[src/rtl/alu_pkg.sv]
// Shared control-word bit positions and op-codes for the ALU control/datapath pair.
package alu_pkg;

    localparam int C_LD_M  = 0;
    localparam int C_LD_Q  = 1;
    localparam int C_ADD   = 2;
    localparam int C_SUB   = 3;
    localparam int C_SHL   = 4;
    localparam int C_CNT   = 5;
    localparam int C_OUT_A = 6;
    localparam int C_OUT_Q = 7;
    localparam int C_CLR   = 8;
    localparam int C_ASR   = 9;
    localparam int C_TO_Q  = 10;

    localparam logic [1:0] OP_ADD = 2'd0;
    localparam logic [1:0] OP_SUB = 2'd1;
    localparam logic [1:0] OP_MUL = 2'd2;
    localparam logic [1:0] OP_DIV = 2'd3;

    // Multiply and divide run WIDTH counted iterations; add/sub are single-step.
    function automatic logic op_iterates(input logic [1:0] op);
        logic r;
        case (op)
            OP_ADD, OP_SUB: r = 1'b0;
            OP_MUL, OP_DIV: r = 1'b1;
            default:        r = 1'b0;
        endcase
        return r;
    endfunction

endpackage

[src/rtl/alu_datapath_add_sub.sv]
// Combinational WIDTH-bit adder/subtractor with signed-overflow flag.
module add_sub #(
    parameter int WIDTH = 8
) (
    input  logic [WIDTH-1:0] i_a,
    input  logic [WIDTH-1:0] i_b,
    input  logic             i_sub,
    output logic [WIDTH-1:0] o_sum,
    output logic             o_ovf
);

    logic [WIDTH-1:0] w_b;

    assign w_b   = i_b ^ {WIDTH{i_sub}};
    assign o_sum = i_a + w_b + {{(WIDTH-1){1'b0}}, i_sub};
    // Overflow when both addend signs agree but the result sign differs.
    assign o_ovf = (i_a[WIDTH-1] == w_b[WIDTH-1]) && (o_sum[WIDTH-1] != i_a[WIDTH-1]);

endmodule

[src/rtl/alu_datapath.sv]
// A/Q/M register datapath executing one micro-operation per clock from the
// 11-bit control word; returns the Booth/divide status flags to the control unit.
module alu_datapath
    import alu_pkg::*;
#(
    parameter int WIDTH = 8,
    parameter int CNT_W = $clog2(WIDTH)
) (
    input  logic             clk,
    input  logic             rst,
    input  logic [WIDTH-1:0] inbus,
    input  logic [10:0]      c,
    output logic [WIDTH-1:0] outbus,
    output logic             out_valid,
    output logic             q_zero,
    output logic             q_minus_one,
    output logic             a_seven,
    output logic             cnt_7,
    output logic             overflow
);

    logic [WIDTH-1:0] r_a;
    logic [WIDTH-1:0] r_q;
    logic [WIDTH-1:0] r_m;
    logic             r_q1;
    logic             r_qbit;
    logic [CNT_W-1:0] r_cnt;
    logic [WIDTH-1:0] r_outbus;
    logic             r_out_valid;
    logic             r_ovf;

    logic [WIDTH-1:0] w_l;
    logic [WIDTH-1:0] w_sum;
    logic             w_ovf;
    logic             w_a_add;
    logic             w_a_adder_wr;
    logic             w_q_adder_wr;

    assign w_l     = c[C_TO_Q] ? r_q : r_a;
    assign w_a_add = (c[C_ADD] | c[C_SUB]) & ~c[C_TO_Q];

    // Overflow only tracks adder results that actually land in a register.
    assign w_a_adder_wr = w_a_add & ~c[C_LD_Q] & ~c[C_CLR];
    assign w_q_adder_wr = c[C_TO_Q] & ~c[C_LD_Q];

    add_sub #(.WIDTH(WIDTH)) u_add_sub (
        .i_a   (w_l),
        .i_b   (r_m),
        .i_sub (c[C_SUB]),
        .o_sum (w_sum),
        .o_ovf (w_ovf)
    );

    always_ff @(posedge clk or posedge rst) begin
        if (rst) begin
            r_a         <= '0;
            r_q         <= '0;
            r_m         <= '0;
            r_q1        <= 1'b0;
            r_qbit      <= 1'b0;
            r_cnt       <= '0;
            r_outbus    <= '0;
            r_out_valid <= 1'b0;
            r_ovf       <= 1'b0;
        end else begin
            if (c[C_LD_M])
                r_m <= inbus;

            if (c[C_LD_Q] || c[C_CLR])
                r_a <= '0;
            else if (w_a_add)
                r_a <= w_sum;
            else if (c[C_SHL])
                r_a <= {r_a[WIDTH-2:0], r_q[WIDTH-1]};
            else if (c[C_ASR])
                r_a <= {r_a[WIDTH-1], r_a[WIDTH-1:1]};

            if (c[C_LD_Q])
                r_q <= inbus;
            else if (c[C_TO_Q])
                r_q <= w_sum;
            else if (c[C_SHL])
                r_q <= {r_q[WIDTH-2:0], r_qbit};
            else if (c[C_ASR])
                r_q <= {r_a[0], r_q[WIDTH-1:1]};

            if (c[C_CLR])
                r_q1 <= 1'b0;
            else if (c[C_ASR])
                r_q1 <= r_q[0];

            // Restoring divide: a non-negative trial difference yields quotient bit 1.
            if (c[C_SUB] && !c[C_TO_Q])
                r_qbit <= ~w_sum[WIDTH-1];

            if (c[C_LD_Q])
                r_cnt <= '0;
            else if (c[C_CNT])
                r_cnt <= r_cnt + CNT_W'(1);

            if (c[C_OUT_Q])
                r_outbus <= r_q;
            else if (c[C_OUT_A])
                r_outbus <= r_a;
            r_out_valid <= c[C_OUT_A] | c[C_OUT_Q];

            if (w_a_adder_wr || w_q_adder_wr)
                r_ovf <= w_ovf;
        end
    end

    assign outbus      = r_outbus;
    assign out_valid   = r_out_valid;
    assign q_zero      = r_q[0];
    assign q_minus_one = r_q1;
    assign a_seven     = r_a[WIDTH-1];
    assign cnt_7       = (r_cnt == CNT_W'(WIDTH-1));
    assign overflow    = r_ovf;

endmodule

[config.mk]
export PLATFORM = sky130hd
export DESIGN_NAME = alu_datapath
export DESIGN_NICKNAME = d
export VERILOG_FILES = /design/src/rtl/alu_pkg.sv /design/src/rtl/alu_datapath_add_sub.sv /design/src/rtl/alu_datapath.sv
export SDC_FILE = /design/constraint.sdc
export NUM_CORES = 1
export LEC_CHECK = 0
export ABC_AREA = 1
export CAP_MARGIN = 20
export CORE_MARGIN = 10
export CORE_UTILIZATION = 50
export CTS_CLUSTER_SIZE = 8
export DETAILED_ROUTE_END_ITERATION = 10
export PLACE_DENSITY_LB_ADDON = 0.3
export SYNTH_ARGS = -nofsm -noshare
export SYNTH_HDL_FRONTEND = slang
export SYNTH_HIERARCHICAL = 1
export SYNTH_SLANG_ARGS = --single-unit
[constraint.sdc]
create_clock -name clk -period 1.7 [get_ports clk]
set_input_delay 0.255 -clock clk [delete_from_list [all_inputs] [get_ports clk]]
set_output_delay 0.255 -clock clk [all_outputs]
set_load 0.01 [all_outputs]
==> run summary <==
### Global routing
- 0 — total congestion overflow
- 18.7% — GRT Total Usage
- 40 — largest net degree at the start of global routing
- 2,862 — via count of the first global-routing pass
- 0 — initial antenna violation count
- 13,400 um — first-pass GRT wire length

### CTS
- 100 ps — Clock transition at path regs
- 5 — Num CTS Buffers
- 0 — number of buffers inserted for hold repair after clock tree synthesis
- yes — clock tree from TritonCTS
- clkbuf_8 — library cell used as clock root buffer
- 2 — clk buf depth
- 2 — htree depth
- 310 ps — worst-skew pair later-pin latency
- 39 — number of clock sinks

### Synth
- 100% — Post-synth ARST share
- 419 — number of nets produced by synthesis
- dfrtp_1 — library cell with the largest summed area after synthesis
- 39 — register bit total from synthesis
- 7.00 um^2 — Syn Area/Cell
- 35.9% — sequential element share of the synthesized area
- 2720 um^2 — post-synth design cell area
- 34 — count of distinct cell types in the synthesized netlist
- dfrtp_1, nand2_1, nand3_1, inv_1, nor2_1 — dominant cells by area after synthesis
- 389 — post-synthesis instance total
- 6 — synth warn
- 0 — EDFF count, synth
- dfrtp_1 — predominant post-synthesis flop cell
- 35.9% — share of the synthesized area in the top cell type

### Worst hold path
- in -> async — worst min-delay path class

### Floorplanning
- 35 — Ports
- 26 — number of rows in the core area
- 8790 um^2 — die area
- 93.8 um — die height
- 52.3% — starting density of the core
- 5200 um^2 — core box area
- 93.8 um — floorplan die width

### Layout
- nand2_1 — most common cell after layout, fill and taps aside
- 3780 um^2 — Finished Cell Area
- 26.9% — share of post-route cells with drive strength above 1
- 0 — antenna cells
- 504 — nets@finish
- 545 — count of placed standard cells in the final layout, fillers left out
- 72.5% — utilization after layout
- nand2_1, buf_4, dfrtp_1 — most frequent cells in the layout
- 38.8% — relative area change from synthesis to final layout

### Power and ir drop
- 875 nW/um^2 — power density relative to cell area
- 1.98 nW — leakage power summed over all cells
- 0.543 mV — Peak supply drop
- 3.30 mW — Tot Pwr

### Critical path
- flip-flop — Setup crit start kind
- 420 ps — largest incremental delay on the critical path
- reg -> reg — start-to-end type of the worst setup path
- 3 — critical-path maximum fanout
- -250 ps — setup slack, reg-to-reg
- r_q[7]$_DFFE_PP0P_ — capture point of the worst reg-to-reg path
- dfrtp_1 — slowest stage cell, crit path
- xnor2_2, inv_1, ha_1, nand2_1, inv_2, nand3_4, nand2_4, nand2_4, nand3_2, nand2_2, nand2_1, nand3_2, nor2_2, nor2_1 — ordered list of cells on the worst path
- flip-flop — endpoint kind of the worst setup timing path
- 2150 ps — worst endpoint data arrival time
- 1900 ps — data required time at the worst endpoint
- 14 — worst-case reg-to-reg path depth
- simple AND/OR/NAND/NOR gates — largest delay contributor family on the critical path
- r_m[1]$_DFFE_PP0P_ — source of the worst register-to-register timing path
- 2 — CP bufs+invs

### Flow run
- 0 — max-cap check violation count

### Detailed routing
- 8250 um — total length of routed wires
- 5 — total iterations of the first detailed-routing run
- 2,890 — routed via count
- 0 — antenna viol nets, final
- 5.30 — drt via density
- 15.1 um — average wire per cell in the routed design
- 275 — First DRT Iteration DRCs
- 0 — detailed-route DRC error count

### Timing
- -246 ps — least setup slack across all paths after layout
- 16 — count of final setup violators
- 0 — number of hold-slack violations in the final timing report
- 13.4 ps — final worst clock skew
- 296 ps — worst hold slack after final layout
- 75.1% — headroom to the max-slew limit
- -2700 ps — Post-Route Setup TNS
- 514 MHz — maximum clock frequency
- 114% — final critical-path share of the clock period
- 0 — total count of max-transition violations in the final report
- 370 ps — transition at the pin with the smallest max-transition slack
- true — unrepaired setup endpoints after global routing
- 1950 ps — post-route minimum period

### Place
- 529 — Placed Cells
- 5920 um — half-perimeter wire length of the detailed placement result
- 3500 um^2 — post-detailed-placement cell area
- 34 — number of input and output port buffers inserted
- -777 ps — setup slack after placement
- 0.973 — final weighted congestion in routability-driven placement

### Status
- complete, but fails checks — outcome
- setup timing — violations in the final reports

==> Yosys cell counts (2+ instances only) <==
| library cell | count |
|---|---|
| inv_2 | 4 |
| o21ai_0 | 23 |
| nand3_1 | 32 |
| dfrtp_1 | 39 |
| o21ai_1 | 3 |
| inv_1 | 40 |
| buf_2 | 4 |
| nor2_4 | 3 |
| mux2_2 | 3 |
| nand2_2 | 7 |
| buf_4 | 3 |
| clkbuf_1 | 3 |
| xnor2_1 | 4 |
| buf_6 | 3 |
| nand4_1 | 4 |
| nand2_4 | 2 |
| xor2_1 | 6 |
| nand3_2 | 4 |
| nand2_1 | 126 |
| nor2_1 | 40 |
| a21oi_1 | 16 |
| ha_1 | 8 |
==> flip-flops by register name (all words and copies together) (netlist names) <==
register     count
outbus           8
r_a              8
r_m              8
r_q              8
r_cnt            3
out_valid        1
overflow         1
q_minus_one      1
r_qbit           1
==> worst max-delay path by stage <==
stage	from	end	cells past startpoint
after detailed placement	c[10]	r_q[7]$_DFFE_PP0P_	14
after global placement	c[10]	r_a[3]$_DFFE_PP0P_	14
after CTS	r_m[2]$_DFFE_PP0P_	r_q[7]$_DFFE_PP0P_	14
after floorplan	r_q[0]$_DFFE_PP0P_	r_a[6]$_DFFE_PP0P_	15
after global routing	r_m[1]$_DFFE_PP0P_	r_q[7]$_DFFE_PP0P_	15
final	r_m[1]$_DFFE_PP0P_	r_q[7]$_DFFE_PP0P_	14
==> logic make-up (layout without fill, tap and decap cells) <==
kind of cell               after synthesis  after routing  synth area share [%]
buffers and inverters                   59            145                  9.65
xor gates and xnor gates                10             10                  3.22
DFF                                     39             39                  35.9
muxes                                    3              3                  1.24
AOI/OAI and AO/OA                       46             46                  9.10
adders and majority gates                9              9                  4.41
and+or+nand+nor                        223            223                  36.5
==> tightest hold or removal path, cell delays in order <==
cell and delay, ps:
clkdlybuf4s50_1 390, inv_1 90, buf_12 240
==> timing repair <==
| action | CTS | global route |
|---|---|---|
| endpoints found under the setup margin | 17 | 16 |
| resized for setup | 19 | 19 |
| pin swaps | 13 | 20 |
| buffers inserted | 5 | 4 |
==> layout make-up <==
cell class / instances / area [um^2]
multi-input cells: 291 / 1630
fillers: 427 / 1430
flip-flops and latches: 39 / 976
repair buffers: 92 / 810
inverters: 45 / 178
well taps: 70 / 87.6
clock buffers: 5 / 68.8
clock inverters: 3 / 23.8
==> where the power goes <==
part	switching [mW]	internal, mW	total (mW)	leakage [nW]
sequential	0.0718	1.04	1.11	0.480
combinational	0.797	0.699	1.50	1.46
clock	0.400	0.294	0.694	0.0408
==> per-layer routing <==
metal | wire (um) | global-route usage, % | vias up
li1 | - | - | 1386
met1 | 3440 | 23.0 | 1361
met2 | 4100 | 32.3 | 126
met3 | 537 | 3.76 | 17
met4 | 176 | 5.06 | 0
met5 | 0 | 0 | -
Note: power is estimated with default switching activity, not from simulation.
